--- config.mk ---
export PLATFORM = sky130hd
export DESIGN_NAME = wrapping_fifo_sync_mc
export DESIGN_NICKNAME = d
export VERILOG_FILES = /design/src/rtl/wrapping_fifo_sync_mc.sv
export SDC_FILE = /design/constraint.sdc
export NUM_CORES = 1
export LEC_CHECK = 0
export ABC_AREA = 1
export BUFFER_PORTS_ARGS = -buffer_cell sky130_fd_sc_hd__buf_2
export CELL_PAD_IN_SITES_DETAIL_PLACEMENT = 0
export CELL_PAD_IN_SITES_GLOBAL_PLACEMENT = 1
export CORE_UTILIZATION = 48
export CTS_CLUSTER_DIAMETER = 30
export CTS_CLUSTER_SIZE = 28
export DETAILED_ROUTE_END_ITERATION = 12
export PLACE_DENSITY_LB_ADDON = 0.12
export SETUP_SLACK_MARGIN = 0.15
export SLEW_MARGIN = 20
export SYNTH_ARGS = -nofsm -noshare
export SYNTH_HDL_FRONTEND = slang
export SYNTH_SLANG_ARGS = --single-unit
--- constraint.sdc ---
create_clock -name clk_i -period 2.7 [get_ports clk_i]
set_input_delay 0.27 -clock clk_i [delete_from_list [all_inputs] [get_ports clk_i]]
set_output_delay 0.27 -clock clk_i [all_outputs]
set_load 0.03 [all_outputs]
--- src/rtl/wrapping_fifo_sync_mc.sv ---
// Single-clock show-ahead FIFO with runtime wrap/block overflow policy, synchronous
// flush, programmable watermarks and sticky overflow / saturating drop statistics.
module wrapping_fifo_sync_mc #(
  parameter  int DEPTH     = 16,
  parameter  int WIDTH     = 8,
  parameter  int DROP_W    = 8,
  localparam int ADDR_SIZE = $clog2(DEPTH)
) (
  input  logic                 clk_i,
  input  logic                 rst_ni,
  input  logic                 wr_i,
  input  logic                 rd_i,
  input  logic [WIDTH-1:0]     data_i,
  output logic [WIDTH-1:0]     data_o,
  input  logic                 mode_i,
  input  logic                 flush_i,
  input  logic [ADDR_SIZE:0]   af_thresh_i,
  input  logic [ADDR_SIZE:0]   ae_thresh_i,
  input  logic                 clr_stat_i,
  output logic                 empty_o,
  output logic                 full_o,
  output logic                 almost_full_o,
  output logic                 almost_empty_o,
  output logic [ADDR_SIZE:0]   count_o,
  output logic                 overflow_o,
  output logic [DROP_W-1:0]    drop_count_o,
  output logic [ADDR_SIZE:0]   read_ptr_f,
  output logic [ADDR_SIZE:0]   write_ptr_f
);

  localparam int PW = ADDR_SIZE + 1;

  logic [WIDTH-1:0]  mem_q [DEPTH];
  logic [PW-1:0]     rptr_q, rptr_d;
  logic [PW-1:0]     wptr_q, wptr_d;
  logic [PW-1:0]     count_q, count_d;
  logic              ovf_q, ovf_d;
  logic [DROP_W-1:0] drop_q, drop_d;
  logic              do_wr;
  logic              drop_evt;

  function automatic logic [DROP_W-1:0] sat_inc(input logic [DROP_W-1:0] v);
    if (&v) return v;
    return v + 1'b1;
  endfunction

  assign empty_o        = (count_q == '0);
  assign full_o         = (count_q == PW'(DEPTH));
  assign almost_full_o  = (count_q >= af_thresh_i);
  assign almost_empty_o = (count_q <= ae_thresh_i);
  assign count_o        = count_q;
  assign overflow_o     = ovf_q;
  assign drop_count_o   = drop_q;
  assign read_ptr_f     = rptr_q;
  assign write_ptr_f    = wptr_q;
  assign data_o         = mem_q[rptr_q[ADDR_SIZE-1:0]];

  always_comb begin
    rptr_d   = rptr_q;
    wptr_d   = wptr_q;
    do_wr    = 1'b0;
    drop_evt = 1'b0;
    if (flush_i) begin
      rptr_d = '0;
      wptr_d = '0;
    end else begin
      if (rd_i && !empty_o) rptr_d = rptr_q + 1'b1;
      if (wr_i) begin
        // A simultaneous read frees the slot, so a full FIFO still accepts the write.
        if (!full_o || rd_i) begin
          do_wr  = 1'b1;
          wptr_d = wptr_q + 1'b1;
        end else begin
          drop_evt = 1'b1;
          if (!mode_i) begin
            do_wr  = 1'b1;
            wptr_d = wptr_q + 1'b1;
            rptr_d = rptr_q + 1'b1;
          end
        end
      end
    end
    count_d = wptr_d - rptr_d;
  end

  always_comb begin
    ovf_d  = ovf_q;
    drop_d = drop_q;
    // A drop in the same cycle as a clear is still recorded, starting from zero.
    if (drop_evt) begin
      ovf_d  = 1'b1;
      drop_d = clr_stat_i ? DROP_W'(1) : sat_inc(drop_q);
    end else if (clr_stat_i) begin
      ovf_d  = 1'b0;
      drop_d = '0;
    end
  end

  always_ff @(posedge clk_i or negedge rst_ni) begin
    if (!rst_ni) begin
      rptr_q  <= '0;
      wptr_q  <= '0;
      count_q <= '0;
      ovf_q   <= 1'b0;
      drop_q  <= '0;
    end else begin
      rptr_q  <= rptr_d;
      wptr_q  <= wptr_d;
      count_q <= count_d;
      ovf_q   <= ovf_d;
      drop_q  <= drop_d;
    end
  end

  always_ff @(posedge clk_i) begin
    if (do_wr) mem_q[wptr_q[ADDR_SIZE-1:0]] <= data_i;
  end

  a_count_bound: assert property (@(posedge clk_i) disable iff (!rst_ni)
    count_q <= PW'(DEPTH));
  a_not_empty_full: assert property (@(posedge clk_i) disable iff (!rst_ni)
    !(empty_o && full_o));
  a_count_ptrs: assert property (@(posedge clk_i) disable iff (!rst_ni)
    count_q == PW'(wptr_q - rptr_q));

endmodule

==> impl_metrics.csv, run 1 <==
group,metric,value,unit
placed_design,dpl_worst_slack,0.07730,ns
min_path,min_path_type,"input port to flip-flop",
clock_network,clock_sink_count,152,
placed_design,io_buffers,60,
timing,report.final.hold_viol_count,0,
global_routing,grt_remaining_overflow,0,
finish,area_growth,23.37,%
detailed_routing,avgRoutedWirePerCell,18.06,um
detailed_routing,initialDrtViolationCount,352,
die,die-width,119.7,um
timing,timing.slew.headroom,61.76,%
global_routing,groute.usage.overall,23.23,%
detailed_routing,met3RoutedLength,795,um
detailed_routing,drcViolationCount,0,
die,io-pin-count,61,
finish,layout.filler_cells,1107,
setup_path,critical_path.reg2reg.endpoint,"count_o[4]$_DFF_PN0_",
clock_network,cts-htree-levels,4,
global_routing,grt_antenna_before_repair,0,
synthesis,synth.area.top_cells,"edfxtp_1, dfrtp_1, nand2_1, o21ai_0, ha_1",
clock_network,clock_slew_seen_by_the_registers_of_the_worst_setup_and_hold_paths,0.06,ns
detailed_routing,dr.pass1.iters,5,
timing,setup_viol,0,
setup_path,critical_path_class,"flip-flop to primary output",
synthesis,largest_family_of_logic_cells_by_synthesized_area,"simple AND/OR/NAND/NOR gates",
placed_design,gp_congestion,0.8413,
die,design.die.area,14330,um2
power,leakagePower,3.254,nW
synthesis,net_count_after_synthesis,622,
detailed_routing,route.detailed.vias_per_inst,5.445,
timing,timing.final.ws_setup,0.2581,ns
timing,setup-tns-final,0,ns
finish,instances_no_fill,872,
synthesis,synthAdderAreaFrac,4.064,%
setup_path,worstPathMaxFanout,32,
synthesis,number_of_flops_mapped_to_enable_cells_by_yosys,128,
synthesis,ys.flop_type,"edfxtp_1",
setup_path,worst-r2r-cell-count,17,
finish,utilization,61.22,%
placed_design,post-place-cells,828,
detailed_routing,postRouteAntennaNets,0,
synthesis,synth-seq-cells,152,
clock_network,cts_tree,"built",
finish,fraction_of_layout_cells_with_a_size_suffix_above_1,25.43,%
synthesis,synth_cell_type_count,36,
die,placementRows,42,
global_routing,number_of_global_route_vias_before_repair,4578,
timing,fin_worst_skew,0.01178,ns
global_routing,grt_first_pass_wirelength,24430,um
timing,post_route_clock_period_utilization,90.44,%
synthesis,synthCells,576,
detailed_routing,routed_wirelength,15750,um
timing,final.hold.worst_slack,0.09950,ns
detailed_routing,wirelength_met1,6809,um
power,vdd_ir_drop_max,0.5073,mV
global_routing,grt_start_max_net_pins,65,
synthesis,synth.area.mux_share,0,%
synthesis,synthesis.yosys.warnings,0,
timing,rsz0062_at_grt,"yes",
placed_design,detailed_place.area,7376,um2
power,power_density,816.3,nW/um2
synthesis,synth_compound_area_share,10.03,%
setup_path,setup.worst_path.end,"data_o[4]",
detailed_routing,via_count,4748,
timing,timing_max_transition_violations_final,0,
run,timing.max_cap.violations,0,
timing,fmaxAchievable,0.4095,GHz
timing,finalCriticalPeriod,2.442,ns
setup_path,worst_setup_path_start_kind,"flip-flop",
placed_design,hpwlAfterDp,10360,um
clock_network,cts_max_path_buffers,2,
synthesis,fraction_of_post_synthesis_cell_area_in_the_top_cell_type_by_area,57.80,%
synthesis,synth_seq_area_share,66.83,%
finish,postLayoutCellArea,8204,um2
outcome,run_status,"completed",
die,floorplan.core_area,13400,um2
setup_path,capturing_element_type_of_the_critical_path,"primary output",
clock_network,clock_latency,0.42,ns
finish,layout_common_cells,"edfxtp_1, nand2_1, buf_2",
power,power.total,6.697,mW
setup_path,regToRegSetupSlack,0.27,ns
finish,mostFrequentLayoutCell,"edfxtp_1",
die,die_h,119.7,um
detailed_routing,highest_layer,"met4",
setup_path,critical-path-slowest-cell,"dfrtp_2",
clock_network,clock_buffer_count_from_cts,17,
synthesis,synth_area_per_cell,11.55,um2
timing,worst-slew-pin-transition,0.5736,ns
finish,antenna-diode-count,0,
synthesis,synth_simple_gate_area_share,14.32,%
synthesis,asyncSetResetFlopFracSynth,15.79,%
synthesis,post_synth_xor_area_fraction,0.3951,%
detailed_routing,wl_met2,7868,um
setup_path,regToRegStartpoint,"count_o[2]$_DFF_PN0_",
clock_network,cts-root-buf,"clkbuf_16",
finish,fin_nets,729,
die,starting_density_of_the_core,49.63,%
setup_path,timing.critical_path.mode_cell,"o21ai_0",
setup_path,timing.critical_path.required,2.43,ns
setup_path,arrival,2.17,ns
synthesis,synth_top_area_cell,"edfxtp_1",
setup_path,crit_path_cell_trace,"clkinv_1 -> buf_12 -> nand2_1 -> a221oi_1 -> o21ai_0 -> o21ai_0 -> buf_2",
setup_path,slowest_delay,0.42,ns
synthesis,post_synth_instance_area,6650,um2
setup_path,origin_of_the_worst_setup_path,"read_ptr_f[0]$_DFF_PN0_",
==> synth_stat cells (8+ instances only) <==
| cell | count |
|---|---|
| o21ai_0 | 51 |
| clkbuf_1 | 10 |
| o22ai_1 | 8 |
| nand3_1 | 31 |
| nor2_1 | 58 |
| inv_1 | 47 |
| dfrtp_1 | 24 |
| a221oi_1 | 8 |
| nand2_1 | 90 |
| edfxtp_1 | 128 |
| a21oi_1 | 28 |
| ha_1 | 20 |
| nand4_1 | 13 |
==> state kept, by name, summed over array words and instances, names as in the netlist <==
signal,count
drop_count_o,8
read_ptr_f,5
write_ptr_f,5
count_o,5
overflow_o,1
mem_q,128
==> what timing repair did <==
| action | in CTS | in global routing |
|---|---|---|
| hold buffers | 1 | 0 |
| endpoints found under the setup margin | 9 | 6 |
| buffers inserted | 2 | 8 |
| pin swaps | 2 | 10 |
| gates cloned | 0 | 1 |
| gates resized for setup | 3 | 13 |
| endpoints found under the hold margin | 24 | 0 |
==> report_power, final <==
part	switching, mW	internal, mW	total, mW
registers	0.0619	2.61	2.68
clock network	0.907	1.72	2.63
logic	0.924	0.467	1.39
total	1.89	4.80	6.70
==> layer usage <==
metal	global-route usage, %	vias up
met3	4.943	18
met2	37.97	150
met5	0	-
met4	9.844	0
li1	-	2277
met1	30.05	2303
==> how the worst min path moves through the flow <==
stage                    start                     endpoint  slack [ns]  depth (start not counted)
floorplan               rst_ni         count_o[0]$_DFF_PN0_       -0.03                          0
global placement        rst_ni  drop_count_o[3]$_DFFE_PN0P_        0.30                          1
detailed placement      rst_ni  drop_count_o[3]$_DFFE_PN0P_        0.30                          1
CTS                 clr_stat_i  drop_count_o[6]$_DFFE_PN0P_        0.08                          2
global route        clr_stat_i  drop_count_o[6]$_DFFE_PN0P_        0.10                          2
finish              clr_stat_i  drop_count_o[6]$_DFFE_PN0P_         0.1                          2
==> layout make-up <==
type | instances | area [um2] | share of cell area [%]
clock inverter | 14 | 229.0 | 2.791
multi-input combinational | 351 | 1973 | 24.05
sequential | 152 | 4453 | 54.28
tap | 176 | 220.2 | 2.684
inverter | 54 | 202.7 | 2.471
clock buffer | 18 | 429.2 | 5.231
timing repair buffer | 107 | 696.9 | 8.495
==> logic make-up after synthesis <==
logic type / count (synthesis)
xor gates and xnor gates: 3
buffers and inverters: 73
DFF: 152
adders and majority gates: 21
and+or+nand+nor: 214
AOI/OAI and AO/OA: 113
==> critical path, delay by kind of cell, from the launching register on <==
| family | cells | cell delay (ns) |
|---|---|---|
| compound gates | 3 | 0.62 |
| buf+inv | 3 | 0.63 |
| flops | 1 | 0.42 |
| simple gates | 1 | 0.07 |
(Power assumes the default switching activity.)
==> run 2: changes to the inputs <==
ABC_AREA = default   (was 1)
CORE_UTILIZATION = 50   (was 48)
==> run 2 against run 1 <==
Clock skew grew 0.00078 ns. Critical path depth grew 4. Via count shrank 19%. Total power grew 6.9%. Setup slack lost 0.031 ns. Register-to-register slack lost 0.04 ns. Critical path type is now flip-flop to flip-flop. Final area shrank 0.17%. Cell count shrank 19%. Wire length shrank 11%. Synthesized area shrank 0.71%. Synthesized cell count shrank 26%.
==> impl_metrics.csv, run 2 <==
group,metric,value,unit
timing,fmaxAchievable,0.4044,GHz
finish,utilization,64.38,%
placed_design,io_buffers,60,
global_routing,grt_antenna_before_repair,0,
detailed_routing,dr.pass1.iters,4,
finish,area_growth,24.05,%
die,design.die.area,13670,um2
synthesis,number_of_flops_mapped_to_enable_cells_by_yosys,128,
global_routing,number_of_global_route_vias_before_repair,3703,
synthesis,synth-seq-cells,152,
detailed_routing,drcViolationCount,0,
global_routing,grt-busiest-layer,"met2",
synthesis,synth_top_area_cell,"edfxtp_1",
setup_path,critical_path_class,"flip-flop to flip-flop",
timing,report.final.hold_viol_count,0,
global_routing,grt_use_met3,4.480,%
timing,setup-tns-final,0,ns
finish,fraction_of_layout_cells_with_a_size_suffix_above_1,34.51,%
timing,setup_viol,0,
finish,instances_no_fill,708,
min_path,timing.hold.worst.start,"clr_stat_i",
setup_path,regToRegStartpoint,"count_o[3]$_DFF_PN0_",
setup_path,worst_setup_path_start_kind,"flip-flop",
setup_path,crit_path_cell_trace,"nor4_4 -> buf_4 -> and2b_4 -> nor2_4 -> buf_4 -> mux2i_1 -> or2_4 -> ha_1 -> a21o_1 -> a21oi_2 -> xnor2_1",
power,p_int,5.133,mW
power,p_sw_share,28.28,%
min_path,min_path_type,"input port to flip-flop",
setup_path,critical-path-slowest-cell,"dfrtp_2",
synthesis,synthesis.yosys.warnings,0,
placed_design,gp_congestion,0.8086,
setup_path,timing.critical_path.required,3.03,ns
setup_path,slowest_delay,0.42,ns
finish,postLayoutCellArea,8190,um2
detailed_routing,via_count,3853,
die,io-pin-count,61,
clock_network,clock_sink_count,152,
synthesis,ys.flop_type,"edfxtp_1",
setup_path,capturing_element_type_of_the_critical_path,"flip-flop",
detailed_routing,route.detailed.vias_per_inst,5.442,
synthesis,yosys.cell_count.top_type,"edfxtp_1",
global_routing,grt_util_met2,33.21,%
synthesis,post_synth_instance_area,6603,um2
timing,timing.slew.headroom,46.50,%
clock_network,clock_slew_seen_by_the_registers_of_the_worst_setup_and_hold_paths,0.06,ns
finish,ff_latch_area,4451,um2
run,timing.max_cap.violations,0,
power,power_density,873.9,nW/um2
setup_path,cpLargestDelayFamily,"simple AND/OR/NAND/NOR gates",
clock_network,clock_buffer_count_from_cts,17,
setup_path,arrival,2.80,ns
die,floorplan.core_area,12720,um2
setup_path,critPathBufInv,2,
global_routing,grt_remaining_overflow,0,
finish,layout.filler_cells,971,
global_routing,grt_first_pass_wirelength,20370,um
power,vdd_ir_drop_max,0.5440,mV
finish,mostFrequentLayoutCell,"edfxtp_1",
die,starting_density_of_the_core,51.90,%
timing,worst-slew-pin-transition,0.7996,ns
placed_design,hpwlAfterDp,8722,um
setup_path,worstPathMaxFanout,5,
setup_path,origin_of_the_worst_setup_path,"count_o[3]$_DFF_PN0_",
synthesis,synthCells,426,
timing,fin_worst_skew,0.01256,ns
global_routing,gr-usage-met1,29.56,%
synthesis,fraction_of_post_synthesis_cell_area_in_the_top_cell_type_by_area,58.21,%
finish,multi_input_area,2142,um2
power,pwr-share-comb,28.1,%
clock_network,cts_max_path_buffers,2,
global_routing,groute.usage.overall,21.39,%
outcome,run_status,"completed",
finish,layout_common_cells,"edfxtp_1, buf_2, buf_4",
timing,timing_max_transition_violations_final,0,
finish,antenna-diode-count,0,
timing,finalCriticalPeriod,2.473,ns
power,p_seq_share,38.0,%
global_routing,grt_start_max_net_pins,26,
clock_network,cts_tree,"built",
clock_network,cts-htree-levels,4,
synthesis,synth_common_cells,"edfxtp_1, mux2i_1, dfrtp_1",
detailed_routing,postRouteAntennaNets,0,
die,die_h,116.9,um
synthesis,synth_area_per_cell,15.50,um2
synthesis,synth.area.top_cells,"edfxtp_1, dfrtp_1, mux4_2, mux2i_1, ha_1",
clock_network,clock_latency,0.42,ns
power,leakagePower,3.093,nW
synthesis,asyncSetResetFlopFracSynth,15.79,%
power,power.clock.fraction,33.9,%
synthesis,synth_cell_type_count,43,
timing,rsz0062_at_grt,"yes",
detailed_routing,initialDrtViolationCount,250,
power,power.total,7.157,mW
detailed_routing,avgRoutedWirePerCell,19.88,um
timing,post_route_clock_period_utilization,91.60,%
die,die-width,116.9,um
synthesis,synth_seq_area_share,67.31,%
finish,max_reg_flops,128,
placed_design,post-place-cells,659,
power,p_switching,2.024,mW
detailed_routing,routed_wirelength,14070,um
finish,fin_nets,570,
synthesis,net_count_after_synthesis,472,
placed_design,detailed_place.area,7227,um2
clock_network,cts-root-buf,"clkbuf_16",
setup_path,timing.critical_path.mode_cell,"buf_4",
die,placementRows,41,
[run 2: changes by cell type in the layout (fill, tap and decap cells not counted), sizes merged, moves of 16 or more]
| cell | change |
|---|---|
| mux4 | +16 |
| mux2i | +27 |
| nand2 | -71 |
| o21ai | -32 |
| inv | -31 |
| nand3 | -29 |
| nor2 | -45 |
[run 2: power groups by stage]
stage	Clock [mW]	Sequential, mW	Combinational, mW
floorplan	0	2.83	1.10
global placement	0	2.74	1.60
detailed placement	0	2.75	1.61
CTS	2.47	2.71	1.71
global route	2.57	2.72	2.17
finish	2.43	2.72	2.01
[run 2: stage by stage]
step                hold WS [ns]  setup slack (ns)
floorplan               -0.02559           0.09929
global placement          0.2922           0.09076
detailed placement        0.2978           0.04824
CTS                       0.1184            0.1487
global route              0.1474           0.06920
finish                    0.1384            0.2269
[run 2: worst reg2reg max path, stage by stage (launching register included)]
cell and delay [ns]:
dfrtp_2 0.42, nor4_4 0.26, buf_4 0.18, and2b_4 0.17
nor2_4 0.04, buf_4 0.14, mux2i_1 0.11, or2_4 0.25
ha_1 0.32, a21o_1 0.20, a21oi_2 0.16, xnor2_1 0.13
[run 2: area by class of cell]
type	instances	share of cell area, %
Clock inverter	11	2.093
Multi-Input combinational cell	238	26.15
Sequential cell	152	54.34
Inverter	18	0.8249
Timing Repair Buffer	97	8.631
Clock buffer	20	5.331
Tap cell	172	2.628
[run 2: what timing repair did]
item	CTS	global route
gates cloned	1	4
setup endpoints to repair	10	11
pin swaps	1	10
hold endpoints to repair	24	0
gates resized for setup	7	29
hold buffers	1	0
buffers inserted	1	11
[run 2: per-layer routing]
| layer | share of wire [%] | vias up | routed length, um |
|---|---|---|---|
| met1 | 46 | 1943 | 6502 |
| met4 | 1.1 | 0 | 159 |
| li1 | - | 1824 | - |
| met2 | 50 | 74 | 7010 |
| met3 | 2.8 | 12 | 401 |
| met5 | 0 | - | 0 |
[run 2: path summary, 6_finish.rpt]
kind                                               end  slack, ns  cells after the start
max                               count_o[3]$_DFF_PN0_       0.23                     11
max reg2reg                       count_o[3]$_DFF_PN0_       0.23                     11
min reg2reg                     overflow_o$_DFFE_PN0P_       0.52                      2
min                        drop_count_o[7]$_DFFE_PN0P_       0.14                      2
max in group asynchronous      read_ptr_f[3]$_DFF_PN0_       1.92                      2
min in group asynchronous  drop_count_o[1]$_DFFE_PN0P_       0.37                      2
[run 2: kinds of logic after synthesis]
group	after synthesis	synth area share, %
xor+xnor	16	2.123
simple gates	91	7.410
buf+inv	36	2.198
compound gates	59	5.951
mux	51	10.92
flops	152	67.31
fa+ha+maj	21	4.093
==> run 3: changes to the inputs <==
CORE_UTILIZATION = 45   (was 50)
PLACE_DENSITY = 0.84   (was default)
PLACE_DENSITY_LB_ADDON = default   (was 0.12)
==> run 3 against run 2 <==
Global-route usage shrank 2.0 points. Maximum frequency decreased by 4.7%. Largest power group unchanged. Die area up 11%. Total power is 0.87% lower. Clock skew down 0.0046 ns. Clock power shrank 5%. Sequential cell count unchanged.
==> impl_metrics.csv, run 3 (synthesis results as in run 2) <==
group,metric,value,unit
outcome,run_status,"completed",
setup_path,worstPathMaxFanout,5,
timing,rsz0062_at_grt,"yes",
finish,layout.filler_cells,1093,
detailed_routing,avgRoutedWirePerCell,20.05,um
setup_path,capturing_element_type_of_the_critical_path,"flip-flop",
global_routing,grt_antenna_before_repair,0,
clock_network,cts-root-buf,"clkbuf_16",
run,timing.max_cap.violations,0,
finish,layout_common_cells,"edfxtp_1, buf_2, buf_4",
setup_path,regToRegStartpoint,"count_o[1]$_DFF_PN0_",
clock_network,cts-htree-levels,4,
die,starting_density_of_the_core,46.84,%
finish,mostFrequentLayoutCell,"edfxtp_1",
setup_path,worst_setup_path_start_kind,"flip-flop",
setup_path,arrival,2.93,ns
timing,worst-slew-pin-transition,1.136,ns
detailed_routing,postRouteAntennaNets,0,
setup_path,critPathBufInv,2,
timing,report.final.hold_viol_count,0,
timing,timing_max_transition_violations_final,0,
timing,setup-tns-final,0,ns
detailed_routing,drcViolationCount,0,
setup_path,worst-r2r-cell-count,12,
placed_design,hpwlAfterDp,8971,um
setup_path,setup.worst_path.end,"count_o[4]$_DFF_PN0_",
finish,fraction_of_layout_cells_with_a_size_suffix_above_1,35.71,%
clock_network,clock_buffer_count_from_cts,17,
detailed_routing,routed_wirelength,14560,um
detailed_routing,initialDrtViolationCount,267,
finish,area_growth,24.45,%
die,floorplan.core_area,14100,um2
setup_path,crit_path_cell_trace,"nor4_4 -> buf_6 -> and2b_4 -> nor2_4 -> xnor2_1 -> nor2_1 -> ha_2 -> inv_2 -> fa_2 -> a21o_1 -> a21oi_2 -> xnor2_1",
detailed_routing,route.detailed.vias_per_inst,5.468,
setup_path,origin_of_the_worst_setup_path,"count_o[1]$_DFF_PN0_",
global_routing,number_of_global_route_vias_before_repair,3838,
die,die_h,123.1,um
global_routing,grt_remaining_overflow,0,
placed_design,detailed_place.area,7262,um2
finish,max_reg_flops,128,
setup_path,cp_num_cells,12,
setup_path,cpLargestDelayFamily,"simple AND/OR/NAND/NOR gates",
detailed_routing,dr.pass1.iters,4,
power,leakagePower,3.130,nW
finish,postLayoutCellArea,8217,um2
setup_path,critical_path_class,"flip-flop to flip-flop",
global_routing,grt_first_pass_wirelength,21070,um
clock_network,cts_max_path_buffers,2,
setup_path,regToRegSetupSlack,0.11,ns
setup_path,critical-path-slowest-cell,"dfrtp_2",
timing,post_route_clock_period_utilization,96.06,%
setup_path,slowest_delay,0.42,ns
clock_network,clock_slew_seen_by_the_registers_of_the_worst_setup_and_hold_paths,0.06,ns
finish,utilization,58.29,%
setup_path,critical_path.reg2reg.endpoint,"count_o[4]$_DFF_PN0_",
setup_path,timing.critical_path.required,3.04,ns
detailed_routing,via_count,3970,
timing,fin_worst_skew,0.007978,ns
clock_network,cts_tree,"built",
global_routing,grt_start_max_net_pins,25,
clock_network,clock_sink_count,152,
finish,antenna-diode-count,0,
placed_design,io_buffers,60,
timing,finalCriticalPeriod,2.594,ns
placed_design,gp_congestion,0.7730,
die,io-pin-count,61,
die,placementRows,43,
finish,fin_nets,579,
min_path,min_path_type,"input port to flip-flop",
clock_network,clock_latency,0.42,ns
timing,setup_viol,0,
timing,fmaxAchievable,0.3855,GHz
timing,final.hold.worst_slack,0.1438,ns
global_routing,groute.usage.overall,19.37,%
setup_path,timing.critical_path.mode_cell,"xnor2_1",
power,power_density,863.5,nW/um2
die,die-width,123.1,um
power,vdd_ir_drop_max,0.4924,mV
die,design.die.area,15160,um2
timing,timing.slew.headroom,24.04,%
## run 3: worst min-delay path by stage
stage / start / endpoint / slack [ns] / cells after the start
finish: clr_stat_i / drop_count_o[4]$_DFFE_PN0P_ / 0.14 / 2
global route: clr_stat_i / drop_count_o[1]$_DFFE_PN0P_ / 0.15 / 2
CTS: clr_stat_i / drop_count_o[4]$_DFFE_PN0P_ / 0.13 / 2
detailed placement: rst_ni / drop_count_o[0]$_DFFE_PN0P_ / 0.29 / 1
global placement: rst_ni / drop_count_o[2]$_DFFE_PN0P_ / 0.28 / 1
floorplan: rst_ni / count_o[0]$_DFF_PN0_ / -0.03 / 0
## run 3: area by class of cell
cell class / instances / area (um2) / area share, %
inverters: 18 / 67.56 / 0.8223
multi-input cells: 238 / 2117 / 25.77
clock buffers: 19 / 432.9 / 5.269
repair buffers: 106 / 778.2 / 9.472
clock inverters: 13 / 143.9 / 1.751
well taps: 180 / 225.2 / 2.741
flip-flops and latches: 152 / 4452 / 54.18
## run 3: metal layers
layer  track usage, %  share of wire (%)  wire length [um]  up-vias
met2            31.42                 51              7420      120
met1            25.32                 42              6059     1986
met3            3.552                5.1               746       24
met5                0                  0                 0        -
li1                 -                  -                 -     1840
met4            9.036                2.3               329        0
## run 3: per-stage QoR
stage	instances	power (mW)	setup WS, ns
2_1_floorplan	426	3.924	0.09929
3_3_place_gp	671	4.337	0.1597
3_5_place_dp	671	4.369	0.06355
4_1_cts	706	6.741	0.1326
5_1_grt	726	7.356	0.02250
6_report	726	7.095	0.1063
## run 3: report_power, final
group	switching [mW]	total (mW)	internal, mW
clock network	0.930	2.30	1.37
registers	0.0962	2.72	2.62
logic	1.07	2.08	1.01
## run 3: worst register-to-register path: stages (launching register included)
cell	delay, ns
dfrtp_2	0.42
nor4_4	0.28
buf_6	0.16
and2b_4	0.18
nor2_4	0.05
xnor2_1	0.13
nor2_1	0.18
ha_2	0.21
inv_2	0.05
fa_2	0.38
a21o_1	0.18
a21oi_2	0.16
xnor2_1	0.13
## run 3: timing repair
| item | CTS | global route |
|---|---|---|
| cloned | 1 | 4 |
| hold buffers | 1 | 0 |
| setup endpoints to repair | 8 | 9 |
| setup buffers | 1 | 16 |
| hold endpoints to repair | 24 | 0 |
| resized for setup | 2 | 29 |
| pin swaps | 1 | 11 |
